**src/rtl/fifo_seq_checker_rd_tick_gen.sv**
```systemverilog
// Pop-rate divider with a one-deep pending request; a tick in the current cycle
// is visible on pending immediately so RD_DIV=1 pops every cycle from reset.
module rd_tick_gen #(
  parameter int RD_DIV = 1
) (
  input  logic clk,
  input  logic rst,
  input  logic en,
  input  logic clr,
  input  logic pop,
  output logic pending
);
  localparam int DW = 16;
  localparam logic [DW-1:0] TC  = DW'(RD_DIV - 1);
  localparam logic [DW-1:0] ONE = DW'(1);

  logic [DW-1:0] div;
  logic          pend_q;
  logic          tick;

  assign tick    = en & (div == TC);
  assign pending = pend_q | tick;

  // Extra ticks while a request waits are absorbed: pending is a single bit.
  always_ff @(posedge clk) begin
    if (rst || clr) begin
      div    <= '0;
      pend_q <= 1'b0;
    end else if (en) begin
      div    <= tick ? '0 : div + ONE;
      pend_q <= pending & ~pop;
    end
  end
endmodule

```
**config.mk**
```make
export PLATFORM = sky130hd
export DESIGN_NAME = rd_tick_gen
export DESIGN_NICKNAME = d
export VERILOG_FILES = /design/src/rtl/fifo_seq_checker_rd_tick_gen.sv
export SDC_FILE = /design/constraint.sdc
export NUM_CORES = 1
export LEC_CHECK = 0
export ABC_AREA = 1
export CORE_MARGIN = 2
export CORE_UTILIZATION = 50
export CTS_CLUSTER_SIZE = 24
export DETAILED_ROUTE_END_ITERATION = 10
export PLACE_DENSITY = 0.69
export SETUP_SLACK_MARGIN = 0.4
export SLEW_MARGIN = 20
export SYNTH_ARGS = -nofsm -noshare
export SYNTH_HDL_FRONTEND = slang
export SYNTH_SLANG_ARGS = --single-unit
```
**constraint.sdc**
```tcl
create_clock -name clk -period 3 [get_ports clk]
set_clock_uncertainty 0.2 [all_clocks]
set_input_delay 0.3 -clock clk [delete_from_list [all_inputs] [get_ports clk]]
set_output_delay 0.3 -clock clk [all_outputs]
set_load 0.02 [all_outputs]
```
Yosys cells after proc, flatten, opt, wreduce, memory -nomap -nowiden
Cells that the tools add are included.
{ "classes": {"add_sub_neg": 1, "n_mux": 1, "bitwise": 4, "n_reduce_logical": 2} }
{ "ops": {"columns": ["op", "count"], "rows": [
  ["$add 16x1->16 const B", 1],
  ["$logic_not 16->1", 1],
  ["$mux 16", 1],
  ["$and 1x1->1", 2],
  ["$logic_or 1x1->1", 1],
  ["$not 1->1", 1],
  ["$or 1x1->1", 1]
]} }
{ "word_totals": {"ff_bits": 17, "in_bits": 5} }

Longest topological paths before layout
Gate-level depths: netlist (run 1).
{ "depth": {"word_depth": 4, "depth_mapped": 9, "ltp_nobuf": 9} }

Least setup slack after synthesis (run 1)
Ideal clock, no wire load.
{ "synth_path": {"kind": "reg2out", "startpoint": "register div[0]", "endpoint": "output port pending", "t_arrival_ns": 1.181, "setup_slack_ns": 1.319, "path_stages_with_launch": 9, "path_buffers": 0, "path_cell_list": "dfxtp_1 -> inv_1 -> ha_1 -> inv_1 -> nor2_1 -> nand2_1 -> nor2_1 -> a21oi_1 -> inv_1"} }
{ "synth_via": {"elab_chain_len": 3} }
{ "synth_rtl": {"columns": ["element", "line_no", "source"], "rows": [
  ["start, declared", "17", "logic [DW-1:0] div;"],
  ["start signal, assigned", "30", "div <= tick ? '0 : div + ONE;"],
  ["$logic_not 16->1", "21", "assign tick = en & (div == TC);"],
  ["$and 1x1->1", "21", null],
  ["$or 1x1->1", "22", "assign pending = pend_q | tick;"],
  ["end, declared", "11", "output logic pending"]
]} }
Every way passes these cells.

Worst setup path after layout (run 1)
Same ends and word-level chain as after synthesis.

==> results by group, run 1 <==
Synthesis
  – Syn_nets: approximately 150
  – Ys Warns: 0
  – Avg Cell Area, Syn: between 6 and 7 sq um
  – Mapped Cells: about 140
  – Mapped cell area: approximately 940 sq um
  – Yosys top cell area share: between 30% and 40%
  – Cell accounting for the most synthesized area: dfxtp_1
  – Seq/Total Area, Yosys: between 30 and 40%
  – Area contributors post-synth: dfxtp_1, nand2_1, nor2_1
  – #FFs+latches synth: 17
  – Cell variety after synth: 25

Pwr
  – Gate power share: 7.7%
  – Sequential Power Share: 60.6%
  – P_int: ~0.29 mW
  – Sw Share: 22.6%
  – IR drop worst, VDD: 199 uV
  – Switching power: ~0.085 mW
  – Total power: between 0.3 and 0.4 mW
  – PwrDens: around 360 mW/mm^2
  – Leakage power: roughly 0.38 nW
  – Clock Power Share: between 30% and 40%

Layout
  – Commonest non-fill, non-tap cell in the layout: nand2_1
  – ANT cells: 0
  – Sequential cell area: 340 sq um
  – Layout Utilization: between 60% and 70%
  – Fillers: around 180
  – Nets: ~160
  – Multi-input logic area: 536 sq um
  – Layout cells sized above 1: 13.5%
  – Most frequent cells in the layout: nand2_1, nor2_1, dfxtp_1
  – Area Overhead vs Synth: 11.9%

Global route
  – Initial antenna violation count: 0
  – Vias in the first global route: 721
  – GRT Overall Usage: 19.1%
  – Largest net degree at the start of global routing: 10
  – GRT overflow: 0
  – Global-route wire length before repair: about 3 mm

Floorplanning
  – FP Rows: 15
  – Chip height: between 40 and 50 microns
  – Ports: 6
  – Initial Utilization: 54.1%
  – Core Area: between 0.0015 and 0.002 sq mm
  – Die Span X: 47.4 microns
  – Die area: around 0.0023 sq mm

Worst hold path
  – Hold Crit Class: flip-flop to flip-flop
  – WHS Endpoint: pend_q
  – Min-Delay Startpoint: pend_q
  – Hold depth: 2

Critical path
  – Worst Setup Start Kind: flip-flop
  – Critical-path cell list: inv_1, ha_1, inv_1, nor2_1, nand2_1, nor2_2, a21oi_1, inv_1, dlymetal6s2s_1
  – R2R Path End: div[10]
  – Slowest cell on crit path: dfxtp_1
  – Reg2reg setup slack: between 1 and 1.5 ns
  – CP Max Fanout: 3
  – R2r startpoint: div[0]
  – Most numerous cell on the critical path: inv_1
  – Critical Path RT: between 2 and 3 ns
  – R2R cell count: 9
  – Crit path largest cell delay: approximately 0.35 ns
  – CP endpoint kind: output pin
  – WP data arrival: between 1.5 and 2 ns
  – Worst setup path class: flip-flop to output pin

Job
  – Maximum Capacitance Violations: 0

STA
  – Worst hold slack: 0.276 ns
  – Fin. Hold Viols: 0
  – Setup TNS: 0 ns
  – Setup Viol. Count Final: 0
  – Period utilization: a little under three quarters
  – Minimum clock period: 2.14 ns
  – Slew HR: roughly four fifths
  – Fmax: about 470 MHz
  – Max Slew Vio Count: 0
  – Least-Margin Pin Slew: about 0.33 ns
  – RSZ-0062 raised after global routing: false

Clock tree
  – Clock slew at reported path FFs: approximately 0.1 ns
  – CTS Hold Bufs: 0
  – CTS Buf Count: 3
  – Post-CTS Setup Repair Bufs: 0
  – Sink Count: 17
  – H-tree depth: 1
  – CTS max path bufs: 2
  – Clock Latency Late Sink: 0.28 ns
  – CTS tree: built
  – Root Driver: clkbuf_4

Routing
  – DRT Pass-1 Iters: 4
  – DR DRC count: 0
  – Via Count: 821
  – Total Routed Length: between 1.5 and 2 mm
  – Starting DRT DRC Count: 20
  – Via density: ~4.7
  – Wire length per cell: 9.99 microns
  – DRT antenna net count: 0

Placed design
  – Hpwl dp: ~1.4 mm
  – Gp weighted congestion: a little under 0.8
  – IO buf count: 5

Run status
  – Status: completed
-- flip-flops by register name, indices dropped and copies added (netlist names) --
signal	count
div	16
pend_q	1
-- final cells by class --
cell class	count	share of cell area, %
Inverter	16	5.92
Sequential cell	17	32.2
Timing Repair Buffer	6	5.69
Clock buffer	4	2.49
Tap cell	25	2.96
Multi-Input combinational cell	105	50.7
-- cell families (layout without fill, tap and decap cells) --
logic type | count (synthesis) | in the layout | synth area share [%]
compound gates | 12 | 12 | 9.02
xor+xnor | 2 | 2 | 1.86
fa+ha+maj | 2 | 2 | 2.65
buf+inv | 17 | 26 | 7.43
flops | 17 | 17 | 36.1
simple gates | 89 | 89 | 43.0
-- metal layers --
layer	part of all wire, %	track usage, %	vias to the layer above
met5	0	0	-
met4	0.87	6.67	0
met3	1.6	3.40	2
met2	45	28.6	5
met1	53	27.5	359
li1	-	-	455
-- cell usage after synthesis --
cell type / number
nor3_1: 1
clkinv_1: 1
nand4_1: 1
o22ai_1: 2
ha_1: 2
inv_4: 1
or2_0: 1
nand2_2: 1
a21oi_4: 1
xor2_1: 2
o21ai_2: 2
nand2_1: 35
nor2_1: 34
a21oi_1: 5
dfxtp_1: 17
inv_1: 14
o21bai_1: 1
nor3b_1: 1
nand4_2: 1
a31oi_1: 1
nand3_2: 3
nor2_2: 4
nand3_1: 5
buf_4: 1
nor2_4: 2
-- power by group through the flow --
stage,Sequential (mW),Clock (mW),Combinational (mW)
after floorplan,0.233,0,0.0183
after global placement,0.233,0,0.0288
after detailed placement,0.233,0,0.0295
after CTS,0.227,0.126,0.0300
after global routing,0.228,0.134,0.0330
final,0.227,0.119,0.0291
-- critical path, delay by kind of cell (launching register included) --
family                     cells  cell delay (ns)
buffers and inverters          4             0.42
DFF                            1             0.35
AOI/OAI and AO/OA              1             0.12
adders and majority gates      1             0.14
and+or+nand+nor                3             0.31
-- worst max path at each step --
stage	from	end	slack [ns]	depth (start not counted)
3_5_place_dp	en	pending	0.56	6
6_report	div[0]	pending	0.86	9
5_1_grt	div[0]	pending	0.65	9
4_1_cts	div[0]	pending	0.44	9
3_3_place_gp	en	pending	0.65	6
2_1_floorplan	div[0]	pending	1.32	8
-- through the flow --
stage / cell area [sq um] / std cells / setup WS (ns)
CTS: 1050 / 173 / 0.443
global route: 1060 / 173 / 0.655
detailed placement: 1020 / 169 / 0.557
floorplan: 943 / 139 / 1.32
finish: 1060 / 173 / 0.861
global placement: 1020 / 169 / 0.646
-- timing repair --
item | 4_1_cts | 5_1_grt
resized for setup | 1 | 1
gates cloned | 0 | 0
setup endpoints to repair | 1 | 1
Note: power is estimated with default switching activity, not from simulation.
==> run 2, diff against run 1 <==
- PLACE_DENSITY: 0.69 -> 0.72
- clock period: 3 -> 1.9 ns (I/O delays scaled with it)
==> results by group, run 2 (synthesized netlist as in run 1, its figures left out) <==
Critical path
  – Worst setup path class: flip-flop to output pin
  – Critical-path cell list: inv_2, ha_4, inv_2, nor2_2, nand2_1, nor2_2, a21oi_2, inv_1, buf_6
  – R2r startpoint: div[1]
  – R2R cell count: 13 (+4)
  – Crit path largest cell delay: 0.34 ns (about the same)
  – Critical Path RT: 1.51 ns (-0.99 ns)
  – Worst setup startpoint: div[0]
  – R2R Path End: div[10]
  – CP top delay family: flip-flops
  – CP Max Fanout: 2 (-1)
  – WP data arrival: 1.44 ns (-0.20 ns)
  – Reg2reg setup slack: 0.09 ns (-1.28 ns)
  – Crit path buffers/inverters: 4 (unchanged)
  – CP endpoint kind: output pin
  – CP endpoint: pending
  – Critical Path Stages: 9 (unchanged)
  – Worst Setup Start Kind: flip-flop
  – Slowest cell on crit path: dfxtp_2

Routing
  – DR DRC count: 0 (unchanged)
  – Via Count: 1052 (+28%)
  – DRT antenna net count: 0 (unchanged)
  – Via density: 5.31 (+12%)
  – Total Routed Length: 2.90 mm (+67%)
  – Starting DRT DRC Count: 23 (+15%)
  – Wire length per cell: 14.6 microns (+46%)
  – DRT Pass-1 Iters: 4 (unchanged)

STA
  – RSZ-0062 raised after global routing: true
  – Least-Margin Pin Slew: 0.276 ns (-0.0506 ns)
  – Period utilization: between 90 and 100%
  – Setup Viol. Count Final: 0 (unchanged)
  – Fmax: about 550 MHz
  – Minimum clock period: around 1.8 ns
  – Slew HR: 81.6% (+3.4 points)
  – Max Slew Vio Count: 0 (unchanged)
  – Fin. Hold Viols: 0 (unchanged)

Pwr
  – PwrDens: 464 mW/mm^2 (+31%)
  – Leakage power: 0.541 nW (+43%)
  – IR drop worst, VDD: 490 uV (+150%)

Layout
  – Design area: 0.00143 sq mm (+35%)
  – Nets: 181 (+16%)
  – ANT cells: 0 (unchanged)
  – Commonest non-fill, non-tap cell in the layout: nor2_1
  – Layout cells sized above 1: 41.6% (+28 points)
  – Max reg flops: 16 (unchanged)
  – Most frequent cells in the layout: nor2_1, nand2_1, buf_4
  – Layout Utilization: 81.9% (+21 points)
  – Area Overhead vs Synth: 51.6%
  – Most flops, register: div
  – Largest registers: div (16), pend_q (1)

Clock tree
  – CTS tree: built
  – H-tree depth: 1 (unchanged)
  – CTS Hold Bufs: 0 (unchanged)
  – Sink Count: 17 (unchanged)
  – CTS Buf Count: 3 (unchanged)
  – Root Driver: clkbuf_4
  – Clock Latency Late Sink: 0.30 ns (+0.02 ns)
  – CTS max path bufs: 2 (unchanged)
  – Clock slew at reported path FFs: 0.11 ns (about the same)

Global route
  – Largest net degree at the start of global routing: 11 (+1)
  – GRT Overall Usage: 28.3% (+9.2 points)
  – Initial antenna violation count: 0 (unchanged)
  – GRT overflow: 0 (unchanged)
  – Vias in the first global route: 946 (+31%)
  – Global-route wire length before repair: 4.27 mm (+42%)

Floorplanning
  – Initial Utilization: 54.1% (unchanged)
  – Chip height: 47.4 microns (unchanged)
  – Ports: 6 (unchanged)
  – Die Span X: 47.4 microns (unchanged)
  – FP Rows: 15 (unchanged)
  – Core Area: 0.00175 sq mm (unchanged)
  – Die area: 0.00225 sq mm (unchanged)

Placed design
  – IO buf count: 5 (unchanged)
  – Hpwl dp: 1.53 mm (+12%)
  – Gp weighted congestion: 0.783 (+0.98%)
  – Placed cell area: 0.00112 sq mm (+9.0%)

Worst hold path
  – Hold Crit Class: flip-flop to flip-flop

Run status
  – Status: completed

Job
  – Maximum Capacitance Violations: 0 (unchanged)
run 2: cell types whose count changed in the layout (fill, tap and decap cells not counted), moves of 3 or more:
cell and change:
buf_6 +4, inv_1 -3, nand2_1 -10, buf_4 +19
inv_2 +3, nor2_1 -3, nand2_2 +8
run 2: final cells by class:
| type | instances | area [sq um] |
|---|---|---|
| clock buffer | 3 | 22.5 |
| clock inverter | 1 | 5.00 |
| fill | 105 | 315 |
| inverter | 16 | 62.6 |
| multi-input combinational | 105 | 663 |
| sequential | 17 | 343 |
| tap | 25 | 31.3 |
| timing repair buffer | 31 | 303 |
run 2: power breakdown:
group          leakage (nW)  switching [mW]  total [mW]  internal (mW)
clock network        0.0177           0.129       0.207         0.0786
registers             0.138         0.00112       0.359          0.358
logic                 0.385          0.0463      0.0974         0.0511
total                 0.541           0.176       0.664          0.488
run 2: worst min path at each step:
stage,start,to,slack [ns],cells past startpoint
2_1_floorplan,pop,pend_q,0.16,3
3_3_place_gp,pend_q,pend_q,0.26,2
3_5_place_dp,pend_q,pend_q,0.26,2
4_1_cts,pend_q,pend_q,0.29,2
5_1_grt,pend_q,pend_q,0.32,2
6_report,pend_q,pend_q,0.29,2
run 2: what timing repair did:
action                                  CTS  global route
setup buffers                             6             6
endpoints found under the setup margin   15            16
resized for setup                        29            15
cloned                                    1             0
pin swaps                                 8             9
run 2: routing by layer:
| layer | part of all wire (%) | global-route usage [%] | vias up |
|---|---|---|---|
| met5 | 0 | 0 | - |
| met4 | 4.8 | 11.7 | 0 |
| met3 | 4.2 | 4.91 | 17 |
| met2 | 49 | 49.5 | 39 |
| met1 | 42 | 34.0 | 494 |
| li1 | - | - | 502 |
run 2: worst register-to-register path, stage by stage, from the launching register on:
cell	delay, ns
dfxtp_2	0.35
inv_2	0.05
ha_4	0.15
inv_2	0.04
nor2_2	0.03
nand2_1	0.08
nor2_2	0.06
buf_4	0.13
buf_6	0.11
a21oi_4	0.17
buf_12	0.13
buf_16	0.11
nand2_2	0.04
nor2_1	0.11
run 2: metrics by stage:
| stage | setup slack (ns) | setup TNS [ns] | instances | hold WS, ns | power, mW |
|---|---|---|---|---|---|
| global route | 0.0194 | 0 | 198 | 0.321 | 0.681 |
| CTS | 0.154 | 0 | 192 | 0.290 | 0.645 |
| floorplan | 0.402 | 0 | 139 | 0.158 | 0.396 |
| detailed placement | -0.0958 | -0.0958 | 181 | 0.258 | 0.421 |
| finish | 0.0709 | 0 | 198 | 0.293 | 0.664 |
| global placement | -0.0745 | -0.0745 | 181 | 0.259 | 0.420 |
==> run 3, diff against run 2 <==
- GPL_TIMING_DRIVEN: unset -> 0
==> results by group, run 3 (synthesized netlist as in run 1, its figures left out) <==
STA
  – Setup TNS: 0 ns (unchanged)
  – Slew HR: 80.0% (-1.6 points)
  – Setup Viol. Count Final: 0 (unchanged)
  – Max Slew Vio Count: 0 (unchanged)
  – Minimum clock period: 1.78 ns (-0.0524 ns)
  – Fmax: 563 MHz (+2.9%)
  – RSZ-0062 raised after global routing: true
  – Least-Margin Pin Slew: 0.299 ns (+0.0234 ns)
  – Period utilization: 93.5% (-2.8 points)
  – Fin. Hold Viols: 0 (unchanged)

Critical path
  – R2R cell count: 12 (-1)
  – Slowest cell on crit path: dfxtp_2
  – Critical-path cell list: inv_2, ha_4, inv_2, nor2_2, nand2_2, nor2_4, a21oi_2, inv_1, buf_6
  – Crit path buffers/inverters: 4 (unchanged)
  – R2R Path End: div[11]
  – Worst setup path class: flip-flop to output pin
  – Reg2reg setup slack: 0.21 ns (+0.12 ns)
  – CP endpoint kind: output pin
  – Critical Path RT: 1.51 ns (about the same)
  – Most numerous cell on the critical path: inv_2
  – CP Max Fanout: 2 (unchanged)
  – CP top delay family: flip-flops
  – Worst Setup Start Kind: flip-flop
  – R2r startpoint: div[0]
  – WP data arrival: 1.39 ns (-0.05 ns)
  – Crit path largest cell delay: 0.36 ns (+0.02 ns)

Floorplanning
  – Chip height: 47.4 microns (unchanged)
  – Ports: 6 (unchanged)
  – FP Rows: 15 (unchanged)
  – Initial Utilization: 54.1% (unchanged)
  – Die area: 0.00225 sq mm (unchanged)
  – Core Area: 0.00175 sq mm (unchanged)
  – Die Span X: 47.4 microns (unchanged)

Clock tree
  – Clock slew at reported path FFs: 0.11 ns (about the same)
  – Root Driver: clkbuf_4
  – CTS tree: built
  – CTS Buf Count: 3 (unchanged)
  – CTS max path bufs: 2 (unchanged)
  – Sink Count: 17 (unchanged)
  – H-tree depth: 1 (unchanged)
  – Clock Latency Late Sink: 0.30 ns (about the same)

Routing
  – Starting DRT DRC Count: 37 (+61%)
  – DR DRC count: 0 (unchanged)
  – Via Count: 955 (-9.2%)
  – Total Routed Length: 2.42 mm (-16%)
  – Wire length per cell: 13.0 microns (-11%)
  – DRT Pass-1 Iters: 4 (unchanged)
  – DRT antenna net count: 0 (unchanged)
  – Via density: 5.13 (-3.4%)

Global route
  – GRT Overall Usage: 22.0% (-6.3 points)
  – Vias in the first global route: 790 (-16%)
  – Initial antenna violation count: 0 (unchanged)
  – Global-route wire length before repair: 3.32 mm (-22%)
  – Largest net degree at the start of global routing: 11 (unchanged)
  – GRT overflow: 0 (unchanged)

Pwr
  – PwrDens: 509 mW/mm^2 (+9.6%)
  – Leakage power: 0.449 nW (-17%)
  – IR drop worst, VDD: 423 uV (-14%)

Job
  – Maximum Capacitance Violations: 0 (unchanged)

Layout
  – Commonest non-fill, non-tap cell in the layout: nand2_1
  – Area Overhead vs Synth: 32.5%
  – Largest registers: div (16), pend_q (1)
  – Most flops, register: div
  – Nets: 169 (-6.6%)
  – ANT cells: 0 (unchanged)
  – Layout Utilization: 71.6% (-10 points)
  – Layout cells sized above 1: 33.5% (-8.1 points)
  – Design area: 0.00125 sq mm (-13%)
  – Max reg flops: 16 (unchanged)
  – Filler-free cell count of the finished design: 186 (-6.1%)
  – Most frequent cells in the layout: nand2_1, nor2_1, dfxtp_1
  – Fillers: 134 (+28%)

Placed design
  – Placed cell count: 168 (-7.2%)
  – Hpwl dp: 1.38 mm (-9.4%)
  – IO buf count: 4 (-1)
  – Placed cell area: 0.00102 sq mm (-9.0%)
  – Gp weighted congestion: 0.815 (+4.0%)

Worst hold path
  – WHS Endpoint: pend_q
  – Hold depth: 4 (+2)
  – Min-Delay Startpoint: en
  – Hold Crit Class: input pin to flip-flop

Run status
  – Status: completed
-- run 3: cell count changes in the layout (fill, tap and decap cells not counted), sizes merged --
cell / change
dlygate4sd3: +1
clkdlybuf4s50: -1
buf: -12
-- run 3: repair_timing --
item	CTS	global route
hold endpoints to repair	1	0
setup buffers	6	7
cloned	0	0
hold buffers	1	0
endpoints found under the setup margin	14	17
gates resized for setup	16	15
pin swaps	2	6
-- run 3: how the worst max path moves through the flow --
stage	startpoint	to	slack (ns)	depth (start not counted)
3_5_place_dp	div[0]	pending	-0.20	9
6_report	div[0]	pending	0.12	9
2_1_floorplan	div[0]	pending	0.40	8
5_1_grt	div[1]	pending	0.04	9
3_3_place_gp	div[0]	pending	-0.18	9
4_1_cts	div[0]	pending	0.10	9
-- run 3: report_power, final --
group	leakage (nW)	total, mW	internal [mW]	switching (mW)
registers	0.139	0.359	0.358	0.00121
logic	0.292	0.0745	0.0359	0.0386
clock network	0.0177	0.203	0.0785	0.124
total	0.449	0.636	0.473	0.164
-- run 3: final cells by class --
type | instances | area, sq um | area share (%)
Multi-Input combinational cell | 105 | 611 | 48.8
Clock inverter | 1 | 5.00 | 0.400
Timing Repair Buffer | 18 | 165 | 13.2
Buffer | 1 | 7.51 | 0.601
Clock buffer | 3 | 22.5 | 1.80
Inverter | 16 | 62.6 | 5.01
Sequential cell | 17 | 345 | 27.6
Tap cell | 25 | 31.3 | 2.50
-- run 3: worst min-delay path: stages --
cell     delay (ns)
buf_4          0.15
nand2_1        0.06
nand2_1        0.07
nor2_2         0.04
-- run 3: layer usage --
metal	track usage [%]	wire length, microns	vias to the layer above
met3	4.91	85	13
met4	15.0	117	0
met1	26.2	990	429
met5	0	0	-
met2	35.1	1220	35
li1	-	-	478
-- run 3: per-stage QoR --
step / setup slack (ns) / hold slack [ns] / total power [mW]
2_1_floorplan: 0.402 / 0.158 / 0.396
3_3_place_gp: -0.184 / 0.238 / 0.411
3_5_place_dp: -0.200 / 0.254 / 0.412
4_1_cts: 0.104 / 0.0134 / 0.623
5_1_grt: 0.0372 / 0.0409 / 0.660
6_report: 0.123 / 0.0316 / 0.636
